**config.mk**
```make
export PLATFORM = sky130hd
export DESIGN_NAME = led_pattern
export DESIGN_NICKNAME = d
export VERILOG_FILES = /design/src/rtl/led_pattern.sv
export SDC_FILE = /design/constraint.sdc
export NUM_CORES = 1
export LEC_CHECK = 0
export BUFFER_PORTS_ARGS = -buffer_cell sky130_fd_sc_hd__buf_2
export CELL_PAD_IN_SITES_DETAIL_PLACEMENT = 1
export CELL_PAD_IN_SITES_GLOBAL_PLACEMENT = 1
export CORE_MARGIN = 5
export CORE_UTILIZATION = 40
export CTS_CLUSTER_SIZE = 14
export DETAILED_ROUTE_END_ITERATION = 7
export GPL_ROUTABILITY_DRIVEN = 1
export PLACE_DENSITY_LB_ADDON = 0.1
export SETUP_SLACK_MARGIN = 0.15
export SLEW_MARGIN = 20
export SYNTH_ARGS = -nofsm -noshare
export SYNTH_HDL_FRONTEND = slang
export SYNTH_SLANG_ARGS = --single-unit
```
**constraint.sdc**
```tcl
create_clock -name CLK -period 2.2 [get_ports CLK]
set_clock_uncertainty 0.1 [all_clocks]
set_input_delay 0.22 -clock CLK [delete_from_list [all_inputs] [get_ports CLK]]
set_output_delay 0.22 -clock CLK [all_outputs]
set_load 0.01 [all_outputs]
```
**src/rtl/led_pattern.sv**
```systemverilog
// LED pattern sequencer: blink / rotate-left / rotate-right / bounce, advanced by a divided 1 Hz tick.
// Define LED_PATTERN_BOUNCE_EN to build bounce mode; otherwise mode 11 behaves as blink.
module led_pattern #(
  parameter int WIDTH   = 10,
  parameter int STEPDIV = 1
) (
  input  logic             CLK,
  input  logic             RST,
  input  logic             gen1hz,
  input  logic [1:0]       mode,
  input  logic             hold,
  output logic [WIDTH-1:0] LED,
  output logic             step
);

  // A divide ratio of 0 is treated as 1.
  localparam int         DIV_EFF  = (STEPDIV < 1) ? 1 : STEPDIV;
  localparam logic [3:0] DIV_LAST = 4'(DIV_EFF - 1);

  localparam logic [1:0] M_BLINK = 2'b00;
  localparam logic [1:0] M_ROTL  = 2'b01;
  localparam logic [1:0] M_ROTR  = 2'b10;

  localparam logic [2:0] ST_UNLOADED = 3'd0;
  localparam logic [2:0] ST_BLINK    = 3'd1;
  localparam logic [2:0] ST_ROTL     = 3'd2;
  localparam logic [2:0] ST_ROTR     = 3'd3;
`ifdef LED_PATTERN_BOUNCE_EN
  localparam logic [1:0] M_BOUNCE    = 2'b11;
  localparam logic [2:0] ST_BOUNCE_L = 3'd4;
  localparam logic [2:0] ST_BOUNCE_R = 3'd5;
`endif

  logic [WIDTH-1:0] led_q, led_d;
  logic             step_q, step_d;
  logic [3:0]       div_q, div_d;
  logic [2:0]       state_q, state_d;

  logic [1:0]       mode_eff;
  logic [1:0]       state_mode;
  logic             tick;
  logic             step_evt;

`ifdef LED_PATTERN_BOUNCE_EN
  assign mode_eff = mode;
`else
  assign mode_eff = (mode == 2'b11) ? M_BLINK : mode;
`endif

  assign tick     = gen1hz & ~hold;
  assign step_evt = tick && (div_q == DIV_LAST);

  // Mode currently held in the state register (mode_r); bounce direction is folded into the state.
  always_comb begin
    state_mode = M_BLINK;
    case (state_q)
      ST_ROTL:     state_mode = M_ROTL;
      ST_ROTR:     state_mode = M_ROTR;
`ifdef LED_PATTERN_BOUNCE_EN
      ST_BOUNCE_L,
      ST_BOUNCE_R: state_mode = M_BOUNCE;
`endif
      default:     state_mode = M_BLINK;
    endcase
  end

  // NOTE: every signal gets a default before the branches so no latch is inferred.
  always_comb begin
    led_d   = led_q;
    step_d  = 1'b0;
    div_d   = div_q;
    state_d = state_q;

    if (tick) begin
      div_d = step_evt ? 4'd0 : div_q + 4'd1;
    end

    if (step_evt) begin
      step_d = 1'b1;
      if (state_q == ST_UNLOADED || state_mode != mode_eff) begin
        led_d = '0;
        case (mode_eff)
          M_ROTL: begin
            state_d  = ST_ROTL;
            led_d[0] = 1'b1;
          end
          M_ROTR: begin
            state_d        = ST_ROTR;
            led_d[WIDTH-1] = 1'b1;
          end
`ifdef LED_PATTERN_BOUNCE_EN
          M_BOUNCE: begin
            state_d  = ST_BOUNCE_L;
            led_d[0] = 1'b1;
          end
`endif
          default: begin
            state_d = ST_BLINK;
            led_d   = '1;
          end
        endcase
      end else begin
        case (state_q)
          ST_BLINK: led_d = ~led_q;
          ST_ROTL:  led_d = {led_q[WIDTH-2:0], led_q[WIDTH-1]};
          ST_ROTR:  led_d = {led_q[0], led_q[WIDTH-1:1]};
`ifdef LED_PATTERN_BOUNCE_EN
          // End bits force a turn, so each end stays lit for a single step.
          ST_BOUNCE_L,
          ST_BOUNCE_R: begin
            if (led_q[WIDTH-1]) begin
              state_d = ST_BOUNCE_R;
              led_d   = led_q >> 1;
            end else if (led_q[0]) begin
              state_d = ST_BOUNCE_L;
              led_d   = led_q << 1;
            end else if (state_q == ST_BOUNCE_L) begin
              led_d   = led_q << 1;
            end else begin
              led_d   = led_q >> 1;
            end
          end
`endif
          default: led_d = led_q;
        endcase
      end
    end
  end

  // NOTE: sequential state uses non-blocking assignments so all flops update from pre-edge values.
  always_ff @(posedge CLK or negedge RST) begin
    if (!RST) begin
      led_q   <= '0;
      step_q  <= 1'b0;
      div_q   <= 4'd0;
      state_q <= ST_UNLOADED;
    end else begin
      led_q   <= led_d;
      step_q  <= step_d;
      div_q   <= div_d;
      state_q <= state_d;
    end
  end

  assign LED  = led_q;
  assign step = step_q;

endmodule

```
# Word-level counts from Yosys, hierarchy flattened
# Index checks and enable logic that the tools add are counted.
dict set report totals {
  ramBits 0
  mem_bits_ro 0
  latchBits 0
  word_cells 33
  memories 0
  out_inout_bits 11
  regBits 18
}
dict set report op_classes {
  n_eq_ne 7
  mul 0
  bitwise 3
  n_lt_le_gt_ge 0
  n_reduce_logical 8
  shifts 0
  div_mod_pow 0
  n_addsub 1
  muxes 10
}
# cell count
set op_table {}
lappend op_table {{10-bit one-hot mux with 3 select lines} 1}
lappend op_table {{10-bit two-way mux} 1}
lappend op_table {{10-bit inverter} 1}
lappend op_table {{8-bit two-way mux} 1}
lappend op_table {{2-bit one-hot mux with 2 select lines} 2}
lappend op_table {{3-bit by 2-bit == test with 1-bit output (second input constant)} 2}
lappend op_table {{4-bit by 1-bit adder with 4-bit output (second input constant)} 1}
lappend op_table {{2-bit == test (second input constant)} 2}
lappend op_table {{4-bit zero test} 1}
lappend op_table {{4-bit two-way mux} 1}
lappend op_table {{2-bit AND reduction} 2}
lappend op_table {{4-bit nonzero test} 1}
lappend op_table {{3-bit by 1-bit == test with 1-bit output (second input constant)} 1}
lappend op_table {{3-bit zero test} 1}
lappend op_table {{1-bit two-way mux} 3}
lappend op_table {{2-bit by 1-bit == test with 1-bit output (second input constant)} 1}
lappend op_table {{2-bit two-way mux} 1}
lappend op_table {{2-bit != test} 1}
lappend op_table {{2-bit OR reduction} 1}
lappend op_table {{1-bit bitwise AND} 1}
lappend op_table {{1-bit logical AND} 1}
lappend op_table {{1-bit logical OR} 1}
lappend op_table {{1-bit inverter} 1}

# Depth between registers and ports, before layout
dict set report logic_depth {
  ltp_word 6
  ltp_mapped 8
}

# Worst setup path after synthesis
# No wires, ideal clock.
dict set report synth_timing {
  path_type {register to register}
  from {register state_q[1]}
  to {register led_q[0], in the netlist LED[0]}
  path_stages_with_launch 5
  path_slack_ns 0.330
  t_required_ns 1.972
  period_less_slack_ns 1.870
  arrival_ns 1.642
  cell_sequence {dfrtp_1 ha_1 or3_1 o21ai_4 mux2_1}
}
dict set report synth_via {
  elab_chain_len 6
  elab_cells_between_ends 11
}
# item line_no
set synth_lines {}
lappend synth_lines {{from (decl)} 37} ;# logic [2:0] state_q, state_d;
lappend synth_lines {{from (signal assigned)} 141} ;# state_q <= state_d;
lappend synth_lines {{3-bit by 2-bit == test with 1-bit output} {56, 103}}
lappend synth_lines {{2-bit one-hot mux with 2 select lines} 56} ;# case (state_q)
lappend synth_lines {{2-bit != test} 80} ;# if (state_q == ST_UNLOADED || state_mode != mode_eff) begin
lappend synth_lines {{1-bit logical OR} 80}
lappend synth_lines {{4-bit nonzero test (no line)} --}
lappend synth_lines {{2-bit AND reduction (no line)} --}
lappend synth_lines {{to (signal assigned)} 138} ;# led_q <= led_d;
lappend synth_lines {{to (decl)} 34} ;# logic [WIDTH-1:0] led_q, led_d;
# Parallel ways exist; a longest one is shown, timed or not.
# A chain may end at the register's enable or synchronous reset.

# Worst setup path after layout
dict set report layout_timing {
  from {register div_q[1]}
  to {register led_q[1], in the netlist LED[1]}
}
dict set report layout_via {
  elab_chain_len 3
}
# item line_no
set layout_lines {}
lappend layout_lines {{from (decl)} 36} ;# logic [3:0] div_q, div_d;
lappend layout_lines {{from (signal assigned)} 140} ;# div_q <= div_d;
lappend layout_lines {{4-bit zero test} 51} ;# assign step_evt = tick && (div_q == DIV_LAST);
lappend layout_lines {{1-bit logical AND} 51}
lappend layout_lines {{2-bit AND reduction (no line)} --}
# No other way between the ends.

==> results.toml <==
[synth]
synth_nets = 111
synth_cell_type_count = 27
synth_area_um2 = 1030
ys_seq_area_share_pct = 41.2
ys_ff_latch = 17
yosys_warnings = 0
synth_cells = 97
avgSynthCellArea_um2 = 10.6

[routing]
ant_nets = 0
num_vias = 807
first_pass_iters = 4
drc = 0
wire_per_inst_um = 16.0
routed_wl_um = 2340
drt_iter0_drc = 12
via_per_inst = 5.53

[cells_and_area]
diodes = 0
drive_above_1_share_pct = 25.0
fin_nets = 131
fin_cells = 146
area_growth_pct = 15.3
ff_latch_area_um2 = 425
multi_input_area_um2 = 556
fillers = 287

[placed_design]
io_buffers = 16
dp_slack_ps = 275
hpwl_um = 1740
place_congestion = 0.761
dp.cells = 141

[worst_hold_path]
min_from = "hold"
hp-class = "in2reg"

[clock_network]
cts_setup_buffers = 0
htree_levels = 1
path_clk_slew_ps = 110
root_buffer = "clkbuf_4"
cts_inserted_buffers = 3
cts.sinks = 17
clock_latency_ps = 290
clock_path_buffers = 2
cts_tree = "done"

[worst_setup_path]
startpoint_type = "register"
max_stage_delay_ps = 410
crit_slowest_cell = "dfrtp_1"
path_class = "reg2reg"
worstPathArrival_ps = 2010
worst_ep_required_time_ps = 2290
crit_chain = "inv_1, ha_1, nand2b_1, or3_1, clkinv_2, o21ai_4, buf_4, a22o_1"
startpoint = "div_q[1]"
worstPathMaxFanout = 7
critPathCaptureType = "register"
worstReg2RegStart = "div_q[1]"

[global_routing]
track_usage_pct = 14.5
antenna_found_initial = 0
grt_remaining_overflow = 0
grt_pass1_vias = 856
grt_max_degree = 18
grt_pass1_wl_um = 3970

[floorplanning]
die_y_um = 60.8
fp-row-count = 18
die_area_um2 = 3700
io_pins = 17
initial_core_util_pct = 41.7
core_um2 = 2480
dieWidth_um = 60.8

[sta]
finalSetupTns_ps = 0
period_needed_ps = 1930
fin_crit_sh_pct = 87.5
max_freq_mhz = 519
fin_ws_ps = 274
max-slew-margin-rel_pct = 72.8
hold_viol = 0
setup_viol = 0
slew_violations = 0
worstMarginPinSlew_ps = 408
grt_setup_unrepaired = "no"

[power_and_ir_drop]
p_leak_nw = 0.541
pwr_density_cell_nw_per_um2 = 1360
max-vdd-ir-drop_uv = 609

[status]
outcome = "completed"

[run]
cap_violations = 0
cells by family (layout without fill, tap and decap cells):
family / after synthesis / in the layout / synth area share, %
fa+ha+maj: 8 / 8 / 9.70
flops: 17 / 17 / 41.2
simple gates: 17 / 17 / 9.33
mux: 4 / 4 / 4.12
buf+inv: 13 / 32 / 5.70
compound gates: 34 / 34 / 26.5
xor+xnor: 4 / 4 / 3.39
synthesized netlist by cell type:
library cell  instances  area [um2]
dfrtp_1              17         425
clkinv_2              1        5.00
o21ai_1               6        30.0
clkbuf_1              2        7.51
o21ai_4               1        16.3
buf_6                 1        11.3
nor2_1                1        3.75
mux2_1                2        22.5
nand4_1               1        6.26
ha_1                  8         100
or3_1                 2        12.5
nand2_1               4        15.0
buf_1                 1        3.75
nor2b_1               1        6.26
a22oi_1               8        60.1
nor3_1                2        10.0
inv_1                 7        26.3
and3_4                1        11.3
nand2b_1              4        25.0
o211ai_1              8        60.1
mux2i_1               2        20.0
a221oi_1              2        17.5
buf_2                 1        5.00
xnor2_1               4        35.0
or2_2                 1        6.26
a22o_1                8        70.1
o221a_4               1        20.0
cells in the final DEF (no fill, tap or decap), drive strengths merged:
cell type	instances
or3	2
a221oi	2
nand4	1
a22oi	8
o221a	1
o21ai	7
and3	1
inv	7
a22o	8
o211ai	8
nand2b	4
dlygate4sd3	1
clkinv	2
or2	1
nor2	1
mux2i	2
nor2b	1
ha	8
nand2	4
dfrtp	17
xnor2	4
clkbuf	3
mux2	2
buf	19
nor3	2
area by class of cell:
class / instances / share of cell area [%]
sequential: 17 / 35.8
tap: 30 / 3.15
timing repair buffer: 20 / 9.46
inverter: 8 / 2.63
clock inverter: 1 / 0.421
clock buffer: 3 / 1.89
multi-input combinational: 67 / 46.7
state kept, by name, indices dropped and copies added, names as in the netlist:
name,flops
step,1
div_q,4
LED,10
state_q,2
critical path, delay by kind of cell, from the launching register on:
| kind | cells | cell delay (ps) |
|---|---|---|
| compound gates | 2 | 320 |
| fa+ha+maj | 1 | 150 |
| buf+inv | 3 | 380 |
| simple gates | 2 | 440 |
| flops | 1 | 410 |
worst paths after layout:
| check | endpoint | slack [ps] | cells after the start |
|---|---|---|---|
| setup / recovery | LED[1] | 270 | 8 |
| hold / removal | div_q[1] | 170 | 3 |
| setup reg to reg | LED[1] | 270 | 8 |
| hold reg to reg | div_q[3] | 380 | 1 |
| max in group asynchronous | state_q[1] | 1430 | 2 |
| min in group asynchronous | LED[8] | 290 | 2 |
routing by layer:
metal	track usage [%]	up-vias	part of all wire, %
li1	-	396	-
met1	17.9	398	46
met2	25.3	11	50
met3	2.55	2	3.3
met4	4.64	0	0.73
met5	0	-	0
what timing repair did:
action | CTS | global route
gates resized for setup | 0 | 1
hold buffers | 1 | 0
setup endpoints to repair | 0 | 1
hold endpoints to repair | 17 | 0
per-stage QoR:
stage / utilization [%] / area, um2 / power (mW) / hold WS, ps
2_1_floorplan: - / 1030 / 1.21 / -176
3_3_place_gp: 46.2 / 1140 / 1.41 / 70.7
3_5_place_dp: 46.2 / 1140 / 1.45 / 76.2
4_1_cts: 47.7 / 1180 / 1.62 / 166
5_1_grt: 48.0 / 1190 / 1.76 / 168
6_report: 48.0 / 1190 / 1.61 / 168
power breakdown:
group          internal, mW  switching [mW]  total (mW)
clock                0.0674           0.106       0.174
sequential            0.453           0.166       0.619
combinational         0.379           0.441       0.820
Power figures use the tool's default switching activity.
